==> src/rtl/pmod_jstk_responder.sv <==
// PmodJSTK joystick emulator: SPI mode 0 slave that answers a 5-byte frame
// with X, Y and button data and captures the master's LED command byte.
module pmod_jstk_responder #(
    parameter int unsigned SYNC_STAGES = 2,
    parameter int unsigned NUM_BYTES   = 5
) (
    input  logic       clk,
    input  logic       clr_n,
    input  logic       SS,
    input  logic       SCLK,
    input  logic       MOSI,
    output logic       MISO,
    input  logic [9:0] x_pos,
    input  logic [9:0] y_pos,
    input  logic [2:0] btn,
    output logic [1:0] led_cmd,
    output logic       xfer_done,
    output logic       frame_err
);

    localparam logic [5:0] NUM_BITS = 6'(NUM_BYTES * 8);
    // One past a full frame marks an over-length transfer.
    localparam logic [5:0] OVER_CNT = NUM_BITS + 6'd1;

    typedef enum logic [1:0] {
        StWaitIdle,
        StIdle,
        StShift
    } state_t;

    state_t state;

    logic [SYNC_STAGES-1:0] ss_sync;
    logic [SYNC_STAGES-1:0] sclk_sync;
    logic [SYNC_STAGES-1:0] mosi_sync;
    logic                   ss_dly;
    logic                   sclk_dly;

    logic [38:0] tx_sr;   // bits still to be sent after the one on MISO
    logic [39:0] rx_sr;
    logic [5:0]  bit_cnt;
    logic [39:0] snap;

    logic ss_s, sclk_s, mosi_s;
    logic ss_fall, ss_rise, sclk_rise, sclk_fall;

    assign ss_s   = ss_sync[SYNC_STAGES-1];
    assign sclk_s = sclk_sync[SYNC_STAGES-1];
    assign mosi_s = mosi_sync[SYNC_STAGES-1];

    assign ss_fall   = ss_dly & ~ss_s;
    assign ss_rise   = ~ss_dly & ss_s;
    assign sclk_rise = ~sclk_dly & sclk_s;
    assign sclk_fall = sclk_dly & ~sclk_s;

    // Outgoing frame, MSB of byte 0 first.
    assign snap = {x_pos[7:0], 6'b0, x_pos[9:8], y_pos[7:0], 6'b0, y_pos[9:8], 5'b0, btn};

    // Input synchronizers plus one delay flop each for edge detection.
    always_ff @(posedge clk or negedge clr_n) begin
        if (!clr_n) begin
            ss_sync   <= '0;
            sclk_sync <= '0;
            mosi_sync <= '0;
            ss_dly    <= 1'b0;
            sclk_dly  <= 1'b0;
        end else begin
            ss_sync   <= {ss_sync[SYNC_STAGES-2:0], SS};
            sclk_sync <= {sclk_sync[SYNC_STAGES-2:0], SCLK};
            mosi_sync <= {mosi_sync[SYNC_STAGES-2:0], MOSI};
            ss_dly    <= ss_s;
            sclk_dly  <= sclk_s;
        end
    end

    // Frame FSM with registered MISO, LED command and status pulses.
    always_ff @(posedge clk or negedge clr_n) begin
        if (!clr_n) begin
            state     <= StWaitIdle;
            tx_sr     <= '0;
            rx_sr     <= '0;
            bit_cnt   <= '0;
            MISO      <= 1'b0;
            led_cmd   <= 2'b00;
            xfer_done <= 1'b0;
            frame_err <= 1'b0;
        end else begin
            xfer_done <= 1'b0;
            frame_err <= 1'b0;
            unique case (state)
                // Ignore any frame already in flight when reset released.
                StWaitIdle: begin
                    MISO <= 1'b0;
                    if (ss_s) begin
                        state <= StIdle;
                    end
                end
                StIdle: begin
                    MISO <= 1'b0;
                    if (ss_fall) begin
                        tx_sr   <= snap[38:0];
                        MISO    <= snap[39];
                        bit_cnt <= '0;
                        rx_sr   <= '0;
                        state   <= StShift;
                    end
                end
                StShift: begin
                    // SS rise takes priority over a coincident SCLK edge.
                    if (ss_rise) begin
                        state <= StIdle;
                        MISO  <= 1'b0;
                        if (bit_cnt == NUM_BITS) begin
                            xfer_done <= 1'b1;
                            if (rx_sr[39:34] == 6'b100000) begin
                                led_cmd <= rx_sr[33:32];
                            end
                        end else begin
                            frame_err <= 1'b1;
                        end
                    end else if (sclk_rise) begin
                        if (bit_cnt < NUM_BITS) begin
                            rx_sr <= {rx_sr[38:0], mosi_s};
                        end
                        if (bit_cnt < OVER_CNT) begin
                            bit_cnt <= bit_cnt + 6'd1;
                        end
                    end else if (sclk_fall) begin
                        if (bit_cnt < NUM_BITS) begin
                            MISO  <= tx_sr[38];
                            tx_sr <= {tx_sr[37:0], 1'b0};
                        end else begin
                            MISO <= 1'b0;
                        end
                    end
                end
                default: begin
                    state <= StWaitIdle;
                end
            endcase
        end
    end

endmodule

==> config.mk <==
export PLATFORM = sky130hd
export DESIGN_NAME = pmod_jstk_responder
export DESIGN_NICKNAME = d
export VERILOG_FILES = /design/src/rtl/pmod_jstk_responder.sv
export SDC_FILE = /design/constraint.sdc
export NUM_CORES = 1
export LEC_CHECK = 0
export CAP_MARGIN = 20
export CORE_UTILIZATION = 55
export DETAILED_ROUTE_END_ITERATION = 10
export PLACE_DENSITY = 0.76
export SLEW_MARGIN = 20
export SYNTH_ARGS = -nofsm -noshare
export SYNTH_HDL_FRONTEND = slang
export SYNTH_SLANG_ARGS = --single-unit
==> constraint.sdc <==
create_clock -name clk -period 5 [get_ports clk]
set_input_delay 1.5 -clock clk [delete_from_list [all_inputs] [get_ports clk]]
set_output_delay 1.5 -clock clk [all_outputs]
set_load 0.01 [all_outputs]
# After elaboration in Yosys (flattened, before gate mapping)

Index checks and enable logic that the tools add are counted.

Register bits: 100
Input port bits: 28
Output and inout port bits: 5
Word-level logic and storage cells: 80

Add/subtract/negate cells: 1
Magnitude comparators: 2
Eq/ne operators: 15
Mux-type cells: 32
Bitwise logic cells: 8
Reduce and logical (&&, ||, !) cells: 9

Operator list:

| cell                  | count |
|---|---|
| $mux W39              | 5 |
| $mux W40              | 4 |
| $pmux W40 S2          | 1 |
| $pmux W39 S2          | 1 |
| $mux W6               | 4 |
| $ne A2 B2 Y1 const B  | 9 |
| $eq A6 B6 Y1 const B  | 2 |
| $lt A6 B6 Y1 const B  | 2 |
| $pmux W6 S2           | 1 |
| $mux W1               | 11 |
| $reduce_and A5 Y1     | 2 |
| $add A6 B1 Y6 const B | 1 |
| $mux W2               | 3 |
| $ne A3 B3 Y1 const B  | 2 |
| $pmux W2 S3           | 1 |
| $reduce_and A3 Y1     | 2 |
| $reduce_and A6 Y1     | 1 |
| $and A1 B1 Y1         | 4 |
| $not A1 Y1            | 4 |
| $reduce_and A4 Y1     | 1 |
| $pmux W1 S3           | 1 |
| $reduce_bool A3 Y1    | 1 |
| $eq A2 B1 Y1 const B  | 1 |
| $eq A2 B2 Y1 const B  | 1 |
| 2 further kinds       | 2 |

# Depth between registers and ports, before layout

Depth after elaboration: 6
Depth in mapped cells: 9
Depth with buffers taken out: 6

# Worst setup path after synthesis

No wires, ideal clock.

Kind: input -> register
Start: input x_pos[1]
End: register tx_sr[33]
Arrival time: 1.984 ns
Path slack: 2.891 ns
Stages: 2
Cells stage by stage: mux2_2 > mux2_2

Cells in the longest elaborated chain, start to end: 2

Ends and longest elaborated chain:

| item                   | RTL line | source |
|---|---|---|
| start: declaration     | 13       | `input logic [9:0] x_pos,` |
| $mux W39               | 100      | `if (ss_fall) begin` |
| $pmux W39 S2           | 90       | `unique case (state)` |
| end signal: assignment | 101      | `tx_sr <= snap[38:0];` |
| end signal: assignment | 131      | `tx_sr <= {tx_sr[37:0], 1'b0};` |
| end: declaration       | 39       | `logic [38:0] tx_sr;` |

Every way passes these cells. The select of a mux whose other input is x is not followed.
A chain may end at the register's enable or synchronous reset.

# Final worst setup path

Start: register state[0]
End: register tx_sr[26]

Cells in the longest elaborated chain, start to end: 3

Ends and longest elaborated chain:

| item                                                                | RTL line | source |
|---|---|---|
| start: declaration                                                  | 31       | `state_t state;` |
| start signal: assignment                                            | 79       | `state <= StWaitIdle;` |
| start signal: assignment                                            | 95       | `state <= StIdle;` |
| start signal: assignment                                            | 105      | `state <= StShift;` |
| $eq A2 B2 Y1 or $eq A2 B1 Y1 (tied branches)                        | 90       |  |
| $ne A2 B2 Y1 (no source line) or $reduce_bool A2 Y1 (tied branches) | -        |  |
| $reduce_and A6 Y1 (no source line)                                  | -        |  |

Parallel ways exist; a longest one is shown, timed or not.

==> parameters.txt <==
Parameter                              Value

Run status
  Result of the run ... complete, no violations

Setup path
  Crit path arrival time ... between 3000 and 4000 ps
  Setup Crit Path Kind ... flop to flop
  Required time at the worst-slack endpoint ... approximately 5300 ps
  Largest fanout on the critical path ... 39
  Worst Setup Start Kind ... flop
  Kind of end point of the critical path ... flop

Finish
  Post-layout instance area ... 0.00474 mm2
  Fraction of layout instances using a drive strength above 1 ... 0.155
  Final nets ... between 300 and 400
  Final Util ... 0.650
  Layout area overhead ... 13.0%
  Layout Cells excl Fill ... between 400 and 500
  Count of inserted antenna diode cells ... 0

Timing
  Count of pins over their slew limit ... 0
  Final-report setup violation count ... 0
  Aggregate negative setup slack ... 0 ps
  Normalized max-slew margin ... 0.302
  Fin. Hold Viols ... 0
  Setup repair after global routing missed its margin ... false
  Setup WS post-layout ... 2150 ps
  Maximum clock frequency ... 350 MHz
  Min Clock Period, post-route ... 2850 ps
  Actual slew at the worst max-slew pin ... roughly 1000 ps
  Final clock period utilization by the worst path ... 0.571
  Skew final ... about 9.0 ps

Logic synthesis
  Largest cells by area after synthesis ... dfrtp_1, a22o_1, mux2_2
  Area share of the largest cell type after synthesis ... 0.597
  Number of different library cells in the post-synthesis netlist ... 39
  Gate Count Post-Synth ... between 300 and 400
  Post-synthesis sequential area ratio ... 0.597
  Ys flop type ... dfrtp_1
  Count of flip-flops with a built-in enable after synthesis ... 0
  Fraction of registers with async set or reset after synthesis ... 1.00
  Top-count cell post-synth ... dfrtp_1
  Dominant cell type by area after synthesis ... dfrtp_1
  Commonest cells in the synthesized netlist ... dfrtp_1, a22o_1, o21ai_0
  Seq cells post-synth ... 100
  Combined area of all synthesized cells ... between 0.004 and 0.005 mm2
  Warnings, synthesis ... 0
  Synthesized Nets ... 352
  Mapped Avg Cell Area ... between 10 and 15 um2

Global route
  Busiest layer in global routing ... met1
  Grt ovf ... 0
  Via count of the first global-routing pass ... around 2500
  Met3 Usage GRT ... 0.0379
  Pin count of the biggest net entering global routing ... between 40 and 50
  Global-route wire length before repair ... roughly 12 mm
  Grt met2 use ... 0.285
  Number of antenna violations at the first check in global routing ... 0
  GRT Util Overall ... 0.198
  Grt met1 use ... 0.301

Clocking
  Root buffer selected by CTS ... clkbuf_8
  Post-cts hold buffer count ... 0
  Sinks on Clock Net ... 100
  TritonCTS buffer count ... 9
  TritonCTS clock tree ... yes
  Post-CTS clock slew at the launch and capture registers of the worst setup and hold paths ... 90 ps
  Resize count post-CTS ... 0
  Count of buffers added by post-CTS timing repair for setup ... 0
  Bufs on Longest Clock Path ... 2
  Worst skew pair latency ... around 350 ps
  H-Tree Depth ... 3

Floorplan
  Initial cell density of the core ... 0.575
  Placement Rows ... 31
  Full die area ... about 0.0080 mm2
  Die outline width ... between 80 and 90 um
  Standard cell core area ... between 0.007 and 0.008 mm2
  Vertical die dimension ... 89.3 um
  I/O Pins ... 33

Place
  Area of placed instances ... ~0.0045 mm2
  Count of placed standard cells including taps ... ~430
  Port Buffers ... 32
  Worst Setup Slack post-DPL ... 1910 ps
  HPWL reported at the end of detailed placement ... approximately 4.4 mm
  Final RePlAce weighted congestion ... around 0.8

Run
  Maximum Capacitance Violations ... 0

Hold path
  Hold crit path type ... flop to flop

Routing
  Number of remaining DRC errors ... 0
  1st-pass router iterations ... 4
  Detailed-route vias per instance ... 5.74
  Wire length reported by the detailed router ... between 6 and 7 mm
  Number of nets still failing antenna checks after routing ... 0
  Final routed wire length divided by cell count ... 15.4 um
  Violation count after the first detailed-routing iteration ... approximately 140
  Routed vias ... roughly 2600

Power
  Total leakage power ... 2.14 nW
  Pwr dens ... around 480 mW/mm2
  Worst ir drop on vdd ... around 0.00022 V
[worst max-delay path, cell delays in order, from the launching register on]
cell	delay (ps)
dfrtp_1	420
inv_1	100
ha_2	840
nand2_1	280
nor3_2	860
a22o_1	280
[metrics by stage]
stage                     power, mW  hold slack, ps
after floorplan                1.66             331
after global placement         1.74             332
after detailed placement       1.77             336
after CTS                      2.28             357
after global routing           2.42             360
final                          2.26             355
[cell usage in the layout, fill, tap and decap left out, types with 3 or more instances in the layout]
master             n
nor2_1             5
inv_1              6
mux2_2            19
nand3_1            6
nor3_2             3
o21ai_1           14
dfrtp_1          100
nand2_1            6
ha_1               6
nor2b_1            6
o21ai_0           21
clkbuf_8          10
a22o_1            57
buf_4              5
clkdlybuf4s50_1   31
mux2i_1           17
nand2b_1           4
[layout make-up]
type,instances,area [um2]
Inverter,7,26.3
Clock buffer,10,138
Timing Repair Buffer,36,348
Fill cell,572,2550
Sequential cell,100,2500
Clock inverter,5,61.3
Multi-Input combinational cell,191,1540
Tap cell,99,124
[cells by family after synthesis]
family | Yosys count | synth area share
buf+inv | 26 | 0.0388
mux | 37 | 0.0940
fa+ha+maj | 7 | 0.0209
flops | 100 | 0.597
compound gates | 101 | 0.178
simple gates | 46 | 0.0710
[where the power goes]
group / total (mW) / internal, mW / switching, mW
clock: 0.508 / 0.245 / 0.263
combinational: 0.743 / 0.290 / 0.453
sequential: 1.01 / 0.936 / 0.0725
[per-layer routing]
| metal | vias up | wire (um) |
|---|---|---|
| met1 | 1292 | 3510 |
| li1 | 1230 | - |
| met2 | 44 | 3080 |
| met4 | 0 | 74 |
| met3 | 7 | 214 |
| met5 | - | 0 |
[flip-flops by register name (all words and copies together), names as in the netlist]
| name | cells |
|---|---|
| rx_sr | 40 |
| tx_sr | 39 |
| bit_cnt | 6 |
| led_cmd | 2 |
| mosi_sync | 2 |
| sclk_sync | 2 |
| ss_sync | 2 |
| state | 2 |
| MISO | 1 |
| frame_err | 1 |
| sclk_dly | 1 |
| ss_dly | 1 |
| xfer_done | 1 |
[final timing paths]
| kind | from | slack, ps | endpoint | cells after the start |
|---|---|---|---|---|
| setup / recovery | state[0] | 2150 | tx_sr[26] | 5 |
| hold / removal | ss_sync[0] | 360 | ss_sync[1] | 0 |
| setup reg to reg | state[0] | 2150 | tx_sr[26] | 5 |
| hold reg to reg | ss_sync[0] | 360 | ss_sync[1] | 0 |
| max in group asynchronous | clr_n | 3140 | rx_sr[17] | 2 |
| min in group asynchronous | clr_n | 1030 | tx_sr[35] | 1 |
Power figures use the tool's default switching activity.
